$ cat src/rtl/mux2to1_arbiter.sv
// Round-robin arbiter driving a shared 2:1 mux; grant/sel one cycle after request, data two cycles.
// Optional burst limit under MUX2TO1_ARB_BURST_LIMIT_EN bounds how long a held request keeps the mux under contention.
module mux2to1_arbiter #(
   parameter int unsigned WIDTH     = 8,
   parameter int unsigned MAX_BURST = 4
) (
   input  logic             i_clk,
   input  logic             i_rst,
   input  logic             i_req0,
   input  logic             i_req1,
   input  logic [WIDTH-1:0] i_in0,
   input  logic [WIDTH-1:0] i_in1,
   output logic             o_gnt0,
   output logic             o_gnt1,
   output logic             o_sel,
   output logic [WIDTH-1:0] o_out,
   output logic             o_out_valid
);

   typedef enum logic [1:0] {
      IDLE = 2'd0,
      G0   = 2'd1,
      G1   = 2'd2
   } state_t;

   state_t             r_state;
   state_t             w_next;
   logic               r_last;
   logic               r_gnt0;
   logic               r_gnt1;
   logic               r_sel;
   logic               r_out_valid;
   logic [WIDTH-1:0]   r_out;
   logic               w_limit0;
   logic               w_limit1;

   if (MAX_BURST < 1 || MAX_BURST > 255) begin : g_bad_burst
      $error("MAX_BURST must be in 1..255");
   end

`ifdef MUX2TO1_ARB_BURST_LIMIT_EN
   localparam int unsigned     CW      = $clog2(MAX_BURST + 1);
   localparam logic [CW-1:0]   MAX_CNT = CW'(MAX_BURST);

   logic [CW-1:0] r_cnt;

   // A saturated count only forces a handover when the other side is waiting.
   assign w_limit0 = (r_cnt == MAX_CNT) && i_req1;
   assign w_limit1 = (r_cnt == MAX_CNT) && i_req0;

   always_ff @(posedge i_clk or posedge i_rst) begin
      if (i_rst) begin
         r_cnt <= '0;
      end else if (w_next != IDLE && w_next != r_state) begin
         r_cnt <= CW'(1);
      end else if (w_next != IDLE && r_cnt != MAX_CNT) begin
         r_cnt <= r_cnt + CW'(1);
      end
   end
`else
   assign w_limit0 = 1'b0;
   assign w_limit1 = 1'b0;
`endif

   always_comb begin
      w_next = r_state;
      case (r_state)
         IDLE: begin
            if (i_req0 && (!i_req1 || r_last)) begin
               w_next = G0;
            end else if (i_req1) begin
               w_next = G1;
            end
         end
         G0: begin
            if (!i_req0 || w_limit0) begin
               w_next = i_req1 ? G1 : IDLE;
            end
         end
         G1: begin
            if (!i_req1 || w_limit1) begin
               w_next = i_req0 ? G0 : IDLE;
            end
         end
         default: w_next = IDLE;
      endcase
   end

   always_ff @(posedge i_clk or posedge i_rst) begin
      if (i_rst) begin
         r_state     <= IDLE;
         r_gnt0      <= 1'b0;
         r_gnt1      <= 1'b0;
         r_sel       <= 1'b0;
         r_last      <= 1'b1;
         r_out       <= '0;
         r_out_valid <= 1'b0;
      end else begin
         r_state <= w_next;
         r_gnt0  <= (w_next == G0);
         r_gnt1  <= (w_next == G1);
         if (w_next == G0 && r_state != G0) begin
            r_sel  <= 1'b0;
            r_last <= 1'b0;
         end else if (w_next == G1 && r_state != G1) begin
            r_sel  <= 1'b1;
            r_last <= 1'b1;
         end
         // Capture uses the pre-edge sel, so out follows sel by one cycle.
         if (r_state != IDLE) begin
            r_out       <= r_sel ? i_in1 : i_in0;
            r_out_valid <= 1'b1;
         end else begin
            r_out_valid <= 1'b0;
         end
      end
   end

   assign o_gnt0      = r_gnt0;
   assign o_gnt1      = r_gnt1;
   assign o_sel       = r_sel;
   assign o_out       = r_out;
   assign o_out_valid = r_out_valid;

endmodule

$ cat config.mk
export PLATFORM = sky130hd
export DESIGN_NAME = mux2to1_arbiter
export DESIGN_NICKNAME = d
export VERILOG_FILES = /design/src/rtl/mux2to1_arbiter.sv
export SDC_FILE = /design/constraint.sdc
export NUM_CORES = 1
export LEC_CHECK = 0
export CAP_MARGIN = 20
export CORE_UTILIZATION = 39
export DETAILED_ROUTE_END_ITERATION = 7
export PLACE_DENSITY = 0.76
export SLEW_MARGIN = 0
export SYNTH_ARGS = -nofsm -noshare
export SYNTH_HDL_FRONTEND = slang
export SYNTH_SLANG_ARGS = --single-unit
$ cat constraint.sdc
create_clock -name i_clk -period 1.4 [get_ports i_clk]
set_input_delay 0.42 -clock i_clk [delete_from_list [all_inputs] [get_ports i_clk]]
set_output_delay 0.42 -clock i_clk [all_outputs]
set_load 0.005 [all_outputs]
; Word level (Yosys, flattened, before mapping)
; Cells that the tools add are included.
[word_totals]
register_bits = 15
latch_bits = 0
ramBits = 0
romBits = 0
inputBits = 20
output_inout_bits = 12
wordCells = 32
memories = 0
[op_classes]
addsub = 0
multipliers = 0
div_mod_pow = 0
magnitude_cmp = 0
eq_ne = 6
shift = 0
mux = 11
bitwise = 0
n_reduce_logical = 8
[op_table]
columns = op, count
row1 = $mux W2, 5
row2 = $mux W8, 1
row3 = $pmux W2 S3, 1
row4 = $eq A2 B1 Y1 const B, 2
row5 = $eq A2 B2 Y1 const B, 2
row6 = $mux W1, 4
row7 = $reduce_bool A2 Y1, 2
row8 = $logic_and A1 B1 Y1, 3
row9 = $logic_not A2 Y1, 1
row10 = $ne A2 B1 Y1 const B, 1
row11 = $ne A2 B2 Y1 const B, 1
row12 = $logic_not A1 Y1, 1
row13 = $logic_or A1 B1 Y1, 1

; Depth between registers and ports, before layout
[depth]
depth_word = 9
depth_mapped = 5
ltp_nobuf = 3

; Worst setup path before layout
; No wires, ideal clock.
[synth_timing]
kind = flip-flop to flip-flop
from = register r_state[1]
to = register r_out[2] (netlist: o_out[2])
setup_time_ns = 0.122
arrival_ns = 1.014
required_time_ns = 1.278
path_slack_ns = 0.264
path_stages_with_launch = 6
path_buffers = 2
period_less_slack_ns = 1.136
path_cell_list = dfrtp_1 -> or2_1 -> buf_6 -> buf_12 -> nor2_2 -> a21oi_2
[synth_via]
elab_chain_cells = 1
[synth_rtl]
columns = element, line
row1 = start: declaration, 26  ; state_t r_state;
row2 = start signal: assignment, 99  ; r_state <= w_next;
row3 = $reduce_bool A2 Y1, 110  ; if (r_state != IDLE) begin
row4 = end signal: assignment, 111  ; r_out <= r_sel ? i_in1 : i_in0;
row5 = end: declaration, 33  ; logic [WIDTH-1:0] r_out;
; No other way between the ends.
; A chain may end at the register's enable or synchronous reset.

; Worst setup path after layout
[layout_timing]
from = register r_out[2] (netlist: o_out[2])
to = output o_out[2]
[layout_lines]
columns = element, line
row1 = end: declaration, 16  ; output logic [WIDTH-1:0] o_out,
; No word-level cell between the ends.

==> impl_metrics.ini <==
[yosys]
netlist_area_um2 = 699
yosysUniqueCellTypes = 18
synth_top_area_cell = dfrtp_1
syn_avg_cell_area_um2 = 11.3
yosys_warnings = 0
ys_ff_latch = 15
synthesis.nets = 82
synth.most_common_cell = dfrtp_1
synth_common_cells = dfrtp_1 (14), nor2_1 (11), a21oi_2 (8), mux2i_1 (8), nand3_1 (4)
synth_top_area_frac = 0.501
seq_area_frac_synth = 0.538
synth_cells = 62
async_flop_share = 1.00
synthTopCellsByArea = dfrtp_1 (50%), mux2i_1 (11%), a21oi_2 (10%)
synth_edf_count = 0
ys.flop_type = dfrtp_1

[timing]
slew_headroom = 0.876
final_max_slew_viol_count = 0
period_share = 0.962
rsz0062_at_grt = false
finalSetupViolations = 0
max_freq_ghz = 0.742
min_period_ns = 1.35
tightestPinTransition_ns = 0.180
hold_viol_final = 0
fin_setup_tns_ns = 0
clock_skew_ns = 0.00177

[routing]
dr.pass1.iters = 2
ant_nets = 0
wl_per_cell_um = 10.2
drcViolationCount = 0
viasPerCell = 4.47
vias = 554
first_iter_violations = 4
drt_wl_total_mm = 1.27

[clock_network]
cts_sinks = 15
numCtsBuffers = 3
cts_tree = done
cts-root-buf = clkbuf_4
cts_setup_buffers = 0
worstSkewPairLatency_ns = 0.27
h-tree-depth = 1
clkTransAtPathRegs_ns = 0.08
clock_path_buffers = 2

[worst_setup_path]
cp_data_required_time_ns = 0.98
rr_endpoint = o_out[5]
reg2reg_depth = 4
cpPeakStageDelay_ns = 0.39
arrival_ns = 0.93
worstSetupStartpointType = flop
worst_path_max_delay_cell = dfrtp_1
cp_max_fo = 2
critPathBufInv = 1
r2r_start = r_state[1]
critPathTopFamily = flip-flops
cp_cell_sequence = dlygate4sd2_1
crit_type = reg2out
r2r_slack_ns = 0.22
worst_setup_path_end_kind = output port

[cells_and_area]
area_delta_synth_final_pct = 51.5
antenna_cells = 0
fin_cells = 124
utilization = 0.665
fin_nets = 121
final_layout_size_suffix_gt1_frac = 0.200

[placed_design]
dp.cells = 120
place_congestion = 0.805
dp_hpwl_mm = 1.05
port_buffers = 31

[floorplan]
die_area_um2 = 1970
core_um2 = 1590
start_util = 0.439
rows = 14
die_h_um = 44.4
die_x_um = 44.4
io_pins = 32

[power_and_ir_drop]
net-switching-power_w = 0.000466
switching_share = 0.314
internal_power_w = 0.00102
ir_drop_mv = 0.915
p_clk_frac = 0.156
p_leak_nw = 0.483
combPwrFrac = 0.407
p_per_area_nw_per_um2 = 1400
p_seq_frac = 0.436

[global_route]
grt_pass1_wl_mm = 2.29
grt_max_degree = 18
antenna_found_initial = 0
track_usage = 0.159
overflow = 0
grt_pass1_vias = 572

[job]
maxCapViolCount = 0

[run_status]
outcome = complete, no violations

[min_path]
hold_path_class = in2async
## routing by layer
metal,global-route usage,routed length (um),up-vias
met3,0.0245,50,0
li1,-,-,287
met4,0.0545,0,0
met1,0.194,540,253
met2,0.285,675,14
met5,0,0,-
## cells by family after synthesis
logic type | synth area share
muxes | 0.114
AOI/OAI and AO/OA | 0.154
DFF | 0.538
buffers and inverters | 0.0680
and+or+nand+nor | 0.125
## power by group through the flow
stage / sequential, W / clock, W / combinational [W]
CTS: 0.000651 / 0.000243 / 0.000618
detailed placement: 0.000663 / 0 / 0.000697
global placement: 0.000660 / 0 / 0.000684
floorplan: 0.000671 / 0 / 0.000363
finish: 0.000649 / 0.000232 / 0.000605
global route: 0.000668 / 0.000271 / 0.000668
## placed cells by master, fill, tap and decap left out
cell type / n
nand2_1: 2
o22a_2: 1
o211ai_1: 1
nand3_1: 4
dfstp_2: 1
clkbuf_4: 3
nor2_2: 1
inv_1: 3
o21a_1: 2
or2_1: 1
a21oi_2: 8
dfrtp_1: 14
mux2i_1: 8
buf_4: 6
clkdlybuf4s50_1: 19
a21oi_1: 1
dlygate4sd2_1: 12
clkbuf_1: 1
nor2_1: 11
nand2b_1: 1
## worst max path at each step
stage               start        to  slack, ns  depth (start not counted)
4_1_cts          o_out[2]  o_out[2]       0.04                          1
5_1_grt          o_out[2]  o_out[2]      0.007                          1
6_report         o_out[2]  o_out[2]       0.05                          1
3_5_place_dp       i_req0     o_sel      0.007                          4
2_1_floorplan  r_state[1]  o_out[2]       0.26                          5
3_3_place_gp       i_req0     o_sel       0.03                          4
## state kept, by name, indices dropped and copies added, names as in the netlist
register,cells
r_last,1
r_state,2
o_out,8
o_sel,1
o_out_valid,1
o_gnt1,1
o_gnt0,1
## per-stage QoR
| stage | instance area (um^2) | setup slack [ns] | power (W) | hold WS, ns |
|---|---|---|---|---|
| 2_1_floorplan | 699 | 0.264 | 0.00103 | 0.321 |
| 5_1_grt | 1060 | 0.00654 | 0.00161 | 0.350 |
| 6_report | 1060 | 0.0527 | 0.00149 | 0.330 |
| 4_1_cts | 1060 | 0.0350 | 0.00151 | 0.334 |
| 3_5_place_dp | 1050 | 0.00690 | 0.00136 | 0.504 |
| 3_3_place_gp | 1050 | 0.0346 | 0.00134 | 0.496 |
## timing repair
action                                  4_1_cts  5_1_grt
hold buffers                                  0        0
gates resized for setup                      12        0
endpoints found under the setup margin       12        0
## layout make-up
class / instances / area (um^2)
flip-flops and latches: 15 / 377
repair buffers: 37 / 340
well taps: 24 / 30.0
clock buffers: 4 / 26.3
multi-input cells: 41 / 275
inverters: 3 / 11.3
fillers: 134 / 534
(Power assumes the default switching activity.)
